File: config.mk
export PLATFORM = sky130hd
export DESIGN_NAME = npu_conv_scheduler
export DESIGN_NICKNAME = d
export VERILOG_FILES = /design/src/rtl/npu_pkg.sv /design/src/rtl/npu_tag_delay.sv /design/src/rtl/npu_conv_scheduler.sv
export SDC_FILE = /design/constraint.sdc
export NUM_CORES = 1
export LEC_CHECK = 0
export ABC_AREA = 0
export BUFFER_PORTS_ARGS = -buffer_cell sky130_fd_sc_hd__buf_4
export CAP_MARGIN = 20
export CORE_ASPECT_RATIO = 1.2
export CORE_MARGIN = 3
export CORE_UTILIZATION = 51
export DETAILED_ROUTE_END_ITERATION = 10
export MAX_ROUTING_LAYER = met4
export PLACE_DENSITY = 0.8
export SLEW_MARGIN = 20
export SYNTH_ARGS = -nofsm -noshare
export SYNTH_HDL_FRONTEND = slang
export SYNTH_SLANG_ARGS = --single-unit
File: constraint.sdc
create_clock -name clk -period 9.6 [get_ports clk]
set_clock_uncertainty 0.2 [all_clocks]
set_input_delay 1.92 -clock clk [delete_from_list [all_inputs] [get_ports clk]]
set_output_delay 1.92 -clock clk [all_outputs]
set_load 0.005 [all_outputs]
File: src/rtl/npu_pkg.sv
// npu_pkg: shared state encoding and default latencies for the NPU conv scheduler
package npu_pkg;
  typedef enum logic [1:0] {IDLE, RUN, DRAIN, DONE} state_t;
  localparam int ACC_LAT_D  = 20;
  localparam int POST_LAT_D = 4;
  localparam int CNT_W_D    = 16;
endpackage

File: src/rtl/npu_tag_delay.sv
// npu_tag_delay: tag shift register with a mid tap and in-flight occupancy tracking
module npu_tag_delay #(
  parameter int WIDTH = 2,
  parameter int DEPTH = 24,
  parameter int TAP   = 20
) (
  input  logic             clk,
  input  logic             rst,
  input  logic [WIDTH-1:0] din,
  output logic [WIDTH-1:0] tap,
  output logic [WIDTH-1:0] dout,
  output logic             empty_next
);
  localparam int OW = $clog2(DEPTH + 2);
  logic [WIDTH-1:0] sr [DEPTH];
  logic [OW-1:0]    occ;
  logic [OW-1:0]    occ_nxt;
  assign tap        = sr[TAP-1];
  assign dout       = sr[DEPTH-1];
  assign occ_nxt    = occ + OW'(|din) - OW'(|dout);
  assign empty_next = occ_nxt == '0;
  // shift tags one stage per cycle and count non-empty entries in flight
  always_ff @(posedge clk) begin
    if (rst) begin
      for (int i = 0; i < DEPTH; i++) sr[i] <= '0;
      occ <= '0;
    end else begin
      sr[0] <= din;
      for (int i = 1; i < DEPTH; i++) sr[i] <= sr[i-1];
      occ <= occ_nxt;
    end
  end
endmodule

File: src/rtl/npu_conv_scheduler.sv
// npu_conv_scheduler: sequences one conv layer pass through the MAC core
module npu_conv_scheduler
  import npu_pkg::*;
#(
  parameter int MAC_IN_NUM  = 9,
  parameter int MAC_OUT_NUM = 18,
  parameter int DATA_WIDTH  = 8,
  parameter int ACC_LAT     = ACC_LAT_D,
  parameter int POST_LAT    = POST_LAT_D,
  parameter int CNT_W       = CNT_W_D
) (
  input  logic                             clk,
  input  logic                             rst,
  input  logic                             start,
  input  logic [CNT_W-1:0]                 cfg_acc_len,
  input  logic [CNT_W-1:0]                 cfg_pix_num,
  output logic                             busy,
  output logic                             done,
  input  logic [MAC_IN_NUM*DATA_WIDTH-1:0] src_data,
  input  logic                             src_valid,
  output logic                             src_ready,
  output logic [MAC_IN_NUM*DATA_WIDTH-1:0] core_data,
  output logic                             core_valid,
  output logic                             bias_gate,
  output logic [MAC_OUT_NUM-1:0]           adder_rst,
  output logic                             out_valid,
  output logic [CNT_W-1:0]                 pix_idx
);
  state_t           state;
  logic [CNT_W-1:0] acc_len, pix_num, beat_cnt, pix_cnt, out_cnt;
  logic             run, acc, first, last, last_pix, empty_next;
  logic [1:0]       tap, dout;
  assign run        = state == RUN;
  assign acc        = run & src_valid;
  assign first      = beat_cnt == '0;
  assign last       = beat_cnt == acc_len - CNT_W'(1);
  assign last_pix   = pix_cnt == pix_num - CNT_W'(1);
  assign busy       = state != IDLE;
  assign done       = state == DONE;
  assign src_ready  = run;
  assign core_valid = run;
  assign core_data  = acc ? src_data : '0;
  assign bias_gate  = ~(acc & first);
  assign adder_rst  = {MAC_OUT_NUM{tap[1]}};
  assign out_valid  = dout[0];
  assign pix_idx    = out_cnt;

  npu_tag_delay #(.WIDTH(2), .DEPTH(ACC_LAT + POST_LAT), .TAP(ACC_LAT)) u_tag (
    .clk        (clk),
    .rst        (rst),
    .din        ({acc & first, acc & last}),
    .tap        (tap),
    .dout       (dout),
    .empty_next (empty_next)
  );

  // layer FSM with beat/pixel counters and output pixel index
  always_ff @(posedge clk) begin
    if (rst) begin
      state    <= IDLE;
      acc_len  <= '0;
      pix_num  <= '0;
      beat_cnt <= '0;
      pix_cnt  <= '0;
      out_cnt  <= '0;
    end else begin
      if (out_valid) out_cnt <= out_cnt + CNT_W'(1);
      case (state)
        IDLE: if (start) begin
          acc_len  <= cfg_acc_len == '0 ? CNT_W'(1) : cfg_acc_len;
          pix_num  <= cfg_pix_num;
          beat_cnt <= '0;
          pix_cnt  <= '0;
          out_cnt  <= '0;
          state    <= cfg_pix_num == '0 ? DONE : RUN;
        end
        RUN: if (acc) begin
          beat_cnt <= last ? '0 : beat_cnt + CNT_W'(1);
          if (last) pix_cnt <= pix_cnt + CNT_W'(1);
          if (last && last_pix) state <= DRAIN;
        end
        DRAIN: if (out_valid && empty_next) state <= DONE;
        default: state <= IDLE;
      endcase
    end
  end
endmodule
# --- Word level (Yosys, flattened, before mapping) ---
# Memories as Yosys holds them, arrays and structs flattened.
# Index checks and enable logic that the tools add are counted.
totals:
  n_memories: 1
  output_inout_bits: 112
  ram_bits: 48
  register_bits: 87
  in_bits: 108
  wordCells: 113
op_classes:
  n_mux: 45
  n_bitwise: 28
  n_addsub: 7
  n_eq_ne: 10
  reduce_logical: 15
memory_table:
  columns: ["name", "depth", "word_bits", "read_ports", "rd_ports_with_merged_regs", "write_ports", "line_no", "source"]
  rows:
  - ["u_tag.sr", 24, 2, 24, 0, 24, "npu_tag_delay.sv:15", "logic [WIDTH-1:0] sr [DEPTH];"]
ops:
  columns: ["operator", "n"]
  rows:
  - ["$mux 16", 9]
  - ["$mux 72", 1]
  - ["$pmux 16 s2", 2]
  - ["$mux 2", 29]
  - ["$add 16x1->16 const B", 3]
  - ["$logic_not 16->1", 3]
  - ["$eq 16x16->1", 2]
  - ["$sub 16x1->16 const B", 2]
  - ["$or 1x1->1", 24]
  - ["$reduce_and 4->1", 2]
  - ["$ne 2x1->1 const B", 3]
  - ["$pmux 2 s3", 1]
  - ["$add 5x1->5", 1]
  - ["$logic_not 5->1", 1]
  - ["$sub 5x1->5", 1]
  - ["$eq 2x2->1 const B", 2]
  - ["$ne 2x2->1 const B", 2]
  - ["$reduce_bool 2->1", 2]
  - ["$reduce_or 2->1", 2]
  - ["$and 1x1->1", 3]
  - ["$mux 1", 3]
  - ["$reduce_and 3->1", 1]
  - ["$eq 2x1->1 const B", 1]
  - ["$logic_and 1x1->1", 2]
  - ["other kinds (3)", 3]

# --- Depth between registers and ports, before layout ---
depth:
  word_depth: 10
  depth_mapped: 22
  ltp_nobuf: 20

# --- By module ---
# A second synthesis with hierarchy kept.
unflattened:
  cells_unflattened: 864
  hier_area_um2: 7224.4
by_module_without_submodules:
  columns: ["mod", "area_per_inst_um2", "n_inst", "seq_area_each_um2", "cells_each"]
  rows:
  - ["npu_conv_scheduler", 5547.8, 1, 1641.6, 723]
  - ["npu_tag_delay", 1676.6, 1, 1061.0, 141]

# --- Least setup slack after synthesis ---
# Ideal clock, no wire load.
synth_path:
  kind: "input-to-reg"
  from: "in src_valid"
  to: "reg state[0]"
  path_buffers: 0
  setup_ns: 0.070
  required_ns: 9.330
  path_slack_ns: 4.590
  t_arrival_ns: 4.740
  cell_stages: 15
  cell_sequence: "and2_1 nand4_1 or4b_2 nand2_1 ha_1 inv_1 fa_1 inv_1 a21o_1 a21oi_1 xnor2_1 o31ai_1 nand2_1 or4_1 a21oi_1"
synth_via:
  elab_chain_cells: 9
  elab_cells_between_ends: 11
  classes_between: "add/sub (2); eq/ne (2); bitwise (3); reduce/logical (4)"
synth_rtl:
  columns: ["item", "line_no", "source"]
  rows:
  - ["from (decl)", "npu_conv_scheduler.sv:20", "input logic src_valid,"]
  - ["$and 1x1->1 *", "npu_conv_scheduler.sv:34", "assign acc = run & src_valid;"]
  - ["$and 1x1->1", "npu_conv_scheduler.sv:51", ".din ({acc & first, acc & last}),"]
  - ["$reduce_or 2->1", "npu_tag_delay.sv:20", "assign occ_nxt = occ + OW'(|din) - OW'(|dout);"]
  - ["$add 5x1->5", "npu_tag_delay.sv:20", null]
  - ["$sub 5x1->5", "npu_tag_delay.sv:20", null]
  - ["$logic_not 5->1", "npu_tag_delay.sv:21", "assign empty_next = occ_nxt == '0;"]
  - ["$logic_and 1x1->1", "npu_conv_scheduler.sv:82", "DRAIN: if (out_valid && empty_next) state <= DONE;"]
  - ["$ne 2x2->1 (no line)", null, null]
  - ["$reduce_and 4->1 (no line) *", null, null]
  - ["to (signal assigned)", "npu_conv_scheduler.sv:75", "state <= cfg_pix_num == '0 ? DONE : RUN;"]
  - ["to (decl)", "npu_conv_scheduler.sv:29", "state_t state;"]
# Every way passes the cells marked *; elsewhere a longest branch is shown, timed or not.
# A chain may end at the register's enable or synchronous reset.

# --- Worst setup path after layout ---
layout_path:
  from: "in src_valid"
  to: "out bias_gate"
layout_via:
  elab_chain_cells: 3
layout_rtl:
  columns: ["item", "line_no", "source"]
  rows:
  - ["$and 1x1->1", "npu_conv_scheduler.sv:34", null]
  - ["$and 1x1->1", "npu_conv_scheduler.sv:43", "assign bias_gate = ~(acc & first);"]
  - ["$not 1->1", "npu_conv_scheduler.sv:43", null]
  - ["to (decl)", "npu_conv_scheduler.sv:24", "output logic bias_gate,"]
# No other way between the ends.

==> results.py <==
metrics = {
    "detailed_routing": {
        "first_pass_iters": 5,
        "post_drt_wl_per_cell_um": 17.0,
        "drtIter0Drc": 604,
        "ant_nets": 0,
        "finalWirelength_um": 20200,
        "via_per_inst": 5.65,
        "drcViolationCount": 0,
        "num_vias": 6715,
    },
    "yosys": {
        "synth_edf_count": 0,
        "syn_area_per_cell_um2": 8.42,
        "synth-main-ff-cell": "dfxtp_1",
        "ys_warn_count": 0,
        "ys_seq_area_frac": 0.381,
        "synth_fp_nets": 967,
        "postSynthCellCount": 843,
        "ys_types": 68,
        "async_flop_share": 0,
        "netlist_area_um2": 7090,
        "ys_ff_latch": 135,
    },
    "place": {
        "gp_congestion": 0.939,
        "hpwl_um": 14700,
        "dp_slack_ns": 3.74,
        "io_buffers": 219,
    },
    "power": {
        "pwr-share-seq": 0.329,
        "internal-power_uw": 1320,
        "power.density_nw_per_um2": 214,
        "p_comb_frac": 0.325,
        "p_leak_uw": 0.00428,
        "switching_share": 0.331,
        "peakVddDrop_mv": 0.201,
        "p_sw_uw": 653,
        "power_uw": 1970,
        "p_clk_frac": 0.346,
    },
    "setup_path": {
        "regToRegSetupSlack_ns": 4.11,
        "critPathLaunchType": "primary input",
        "r2r-end": "state[1]",
        "cp_max_fo": 75,
        "ff2ff_path_depth": 18,
        "r2r_start": "acc_len[0]",
        "worstSetupStartpoint": "src_valid",
        "endpoint": "bias_gate",
        "critPathRequiredTime_ns": 7.48,
        "cp.arrival_ns": 3.61,
        "worstSetupPathType": "primary input to output pin",
        "end_kind": "output pin",
    },
    "worst_hold_path": {
        "hold_class": "flip-flop to flip-flop",
    },
    "sta": {
        "min_period_ns": 5.73,
        "clock.fmax_mhz": 174,
        "setup_tns_ns": 0,
        "tightest_slew_ns": 0.970,
        "setup_ws_ns": 3.87,
        "setup_viol": 0,
        "finalHoldViolCount": 0,
        "slew_violations": 0,
        "slew_headroom": 0.347,
        "finalCritPeriodShare": 0.597,
        "rsz0062_at_grt": "no",
    },
    "final_layout": {
        "final_nets": 1131,
        "fillers": 1086,
        "drive_gt1_frac": 0.270,
        "final_common_cell": "buf_4",
        "syn_to_final_growth_pct": 30.2,
        "layout_common_cells": "buf_4 (222), dfxtp_1 (135), and3_1 (88)",
    },
    "global_routing": {
        "grt_antenna_before_repair": 2,
        "grt_usage": 0.267,
        "grt_pass1_wl_um": 31500,
        "grt.overflow.total": 0,
        "grt_pass1_vias": 6423,
        "grt_max_degree": 92,
    },
    "floorplanning": {
        "rows": 46,
        "fp.dieW_um": 114,
        "dieArea_um2": 15400,
        "core_area_um2": 13400,
        "die_y_um": 135,
        "initial_core_util": 0.529,
        "io_pins": 220,
    },
    "clock_tree": {
        "ctsRootBufferMaster": "clkbuf_16",
        "postCtsSetupBuffers": 0,
        "cts.clk_slew.worst_paths_ns": 0.06,
        "cts.repair.resized": 0,
        "cts_num_sinks": 135,
        "clock_path_buffers": 2,
        "htree_num_levels": 4,
        "cts_tree": "done",
        "holdBufCountCts": 0,
        "clock_latency_ns": 0.42,
        "cts_buffers": 17,
    },
    "job": {
        "drv_cap": 0,
    },
    "status": {
        "status": "completed",
    },
}
[layout make-up]
type	count	area, µm²	share of cell area
Clock buffer	19	443	0.0480
Tap cell	168	210	0.0228
Timing Repair Buffer	222	1670	0.180
Inverter	20	75.1	0.00813
Sequential cell	135	2700	0.293
Multi-Input combinational cell	611	3960	0.428
Antenna cell	2	5.00	0.000542
Clock inverter	12	178	0.0192
[state kept, by name, indices dropped and copies added (netlist names)]
| register | cells |
|---|---|
| pix_cnt | 16 |
| pix_num | 16 |
| acc_len | 16 |
| u_tag.sr | 48 |
| pix_idx | 16 |
| u_tag.occ | 5 |
| state | 2 |
| beat_cnt | 16 |
[cell families (layout without fill, tap and decap cells)]
logic type,count (synthesis),in the layout,synth area share
AO/OA/AOI/OAI,127,127,0.125
XOR/XNOR,72,72,0.0908
adder cells (fa/ha/maj),16,16,0.0293
buffers and inverters,97,273,0.0617
flip-flops,135,135,0.381
multiplexers,6,6,0.00899
other,0,2,0
AND/OR/NAND/NOR,390,390,0.303
[critical path, cell delays in order]
cell and delay [ns]:
buf_4 0.43, and2_1 0.27, nand4_1 0.08, or4b_2 0.72
buf_4 0.18
[metal layers]
metal	global-route usage	wire [µm]	vias up
met5	-	0	-
li1	-	-	3265
met2	0.434	9740	317
met3	0.0626	1820	36
met4	0.0995	417	0
met1	0.322	8220	3097
[power by group through the flow]
stage	Combinational (µW)	Clock, µW	Sequential, µW
floorplan	454	0	641
global placement	621	0	659
detailed placement	631	0	660
CTS	640	689	648
global route	712	710	655
finish	643	683	650
[how the worst min path moves through the flow]
stage / start / endpoint / slack [ns] / depth (start not counted)
floorplan: u_tag.sr[0][8] / u_tag.sr[0][10] / 0.21 / 1
global placement: u_tag.sr[0][20] / u_tag.sr[0][22] / 0.22 / 1
detailed placement: u_tag.sr[0][9] / u_tag.sr[0][11] / 0.22 / 1
CTS: u_tag.sr[0][27] / u_tag.sr[0][29] / 0.24 / 1
global route: u_tag.sr[0][5] / u_tag.sr[0][7] / 0.25 / 1
finish: u_tag.sr[0][38] / u_tag.sr[0][40] / 0.24 / 1
[cell usage after synthesis (18+ instances only)]
cell type | count | area, µm²
nand2_1 | 77 | 289
nor2b_1 | 50 | 313
xor2_1 | 33 | 289
dfxtp_1 | 135 | 2700
nor2_1 | 63 | 236
clkbuf_1 | 55 | 206
nor4_1 | 18 | 113
and3_1 | 88 | 551
inv_1 | 20 | 75.1
a21oi_1 | 35 | 175
xnor2_1 | 38 | 333
buf_4 | 19 | 143
[stage by stage]
stage,instances,hold slack (ns),util,instance area (µm²)
3_5_place_dp,1156,0.224,0.642,8610
2_1_floorplan,843,0.214,-,7090
6_report,1189,0.235,0.689,9240
3_3_place_gp,1156,0.215,0.642,8610
4_1_cts,1187,0.236,0.688,9230
5_1_grt,1189,0.247,0.689,9240
No activity file was read; power rests on OpenSTA's default activity.
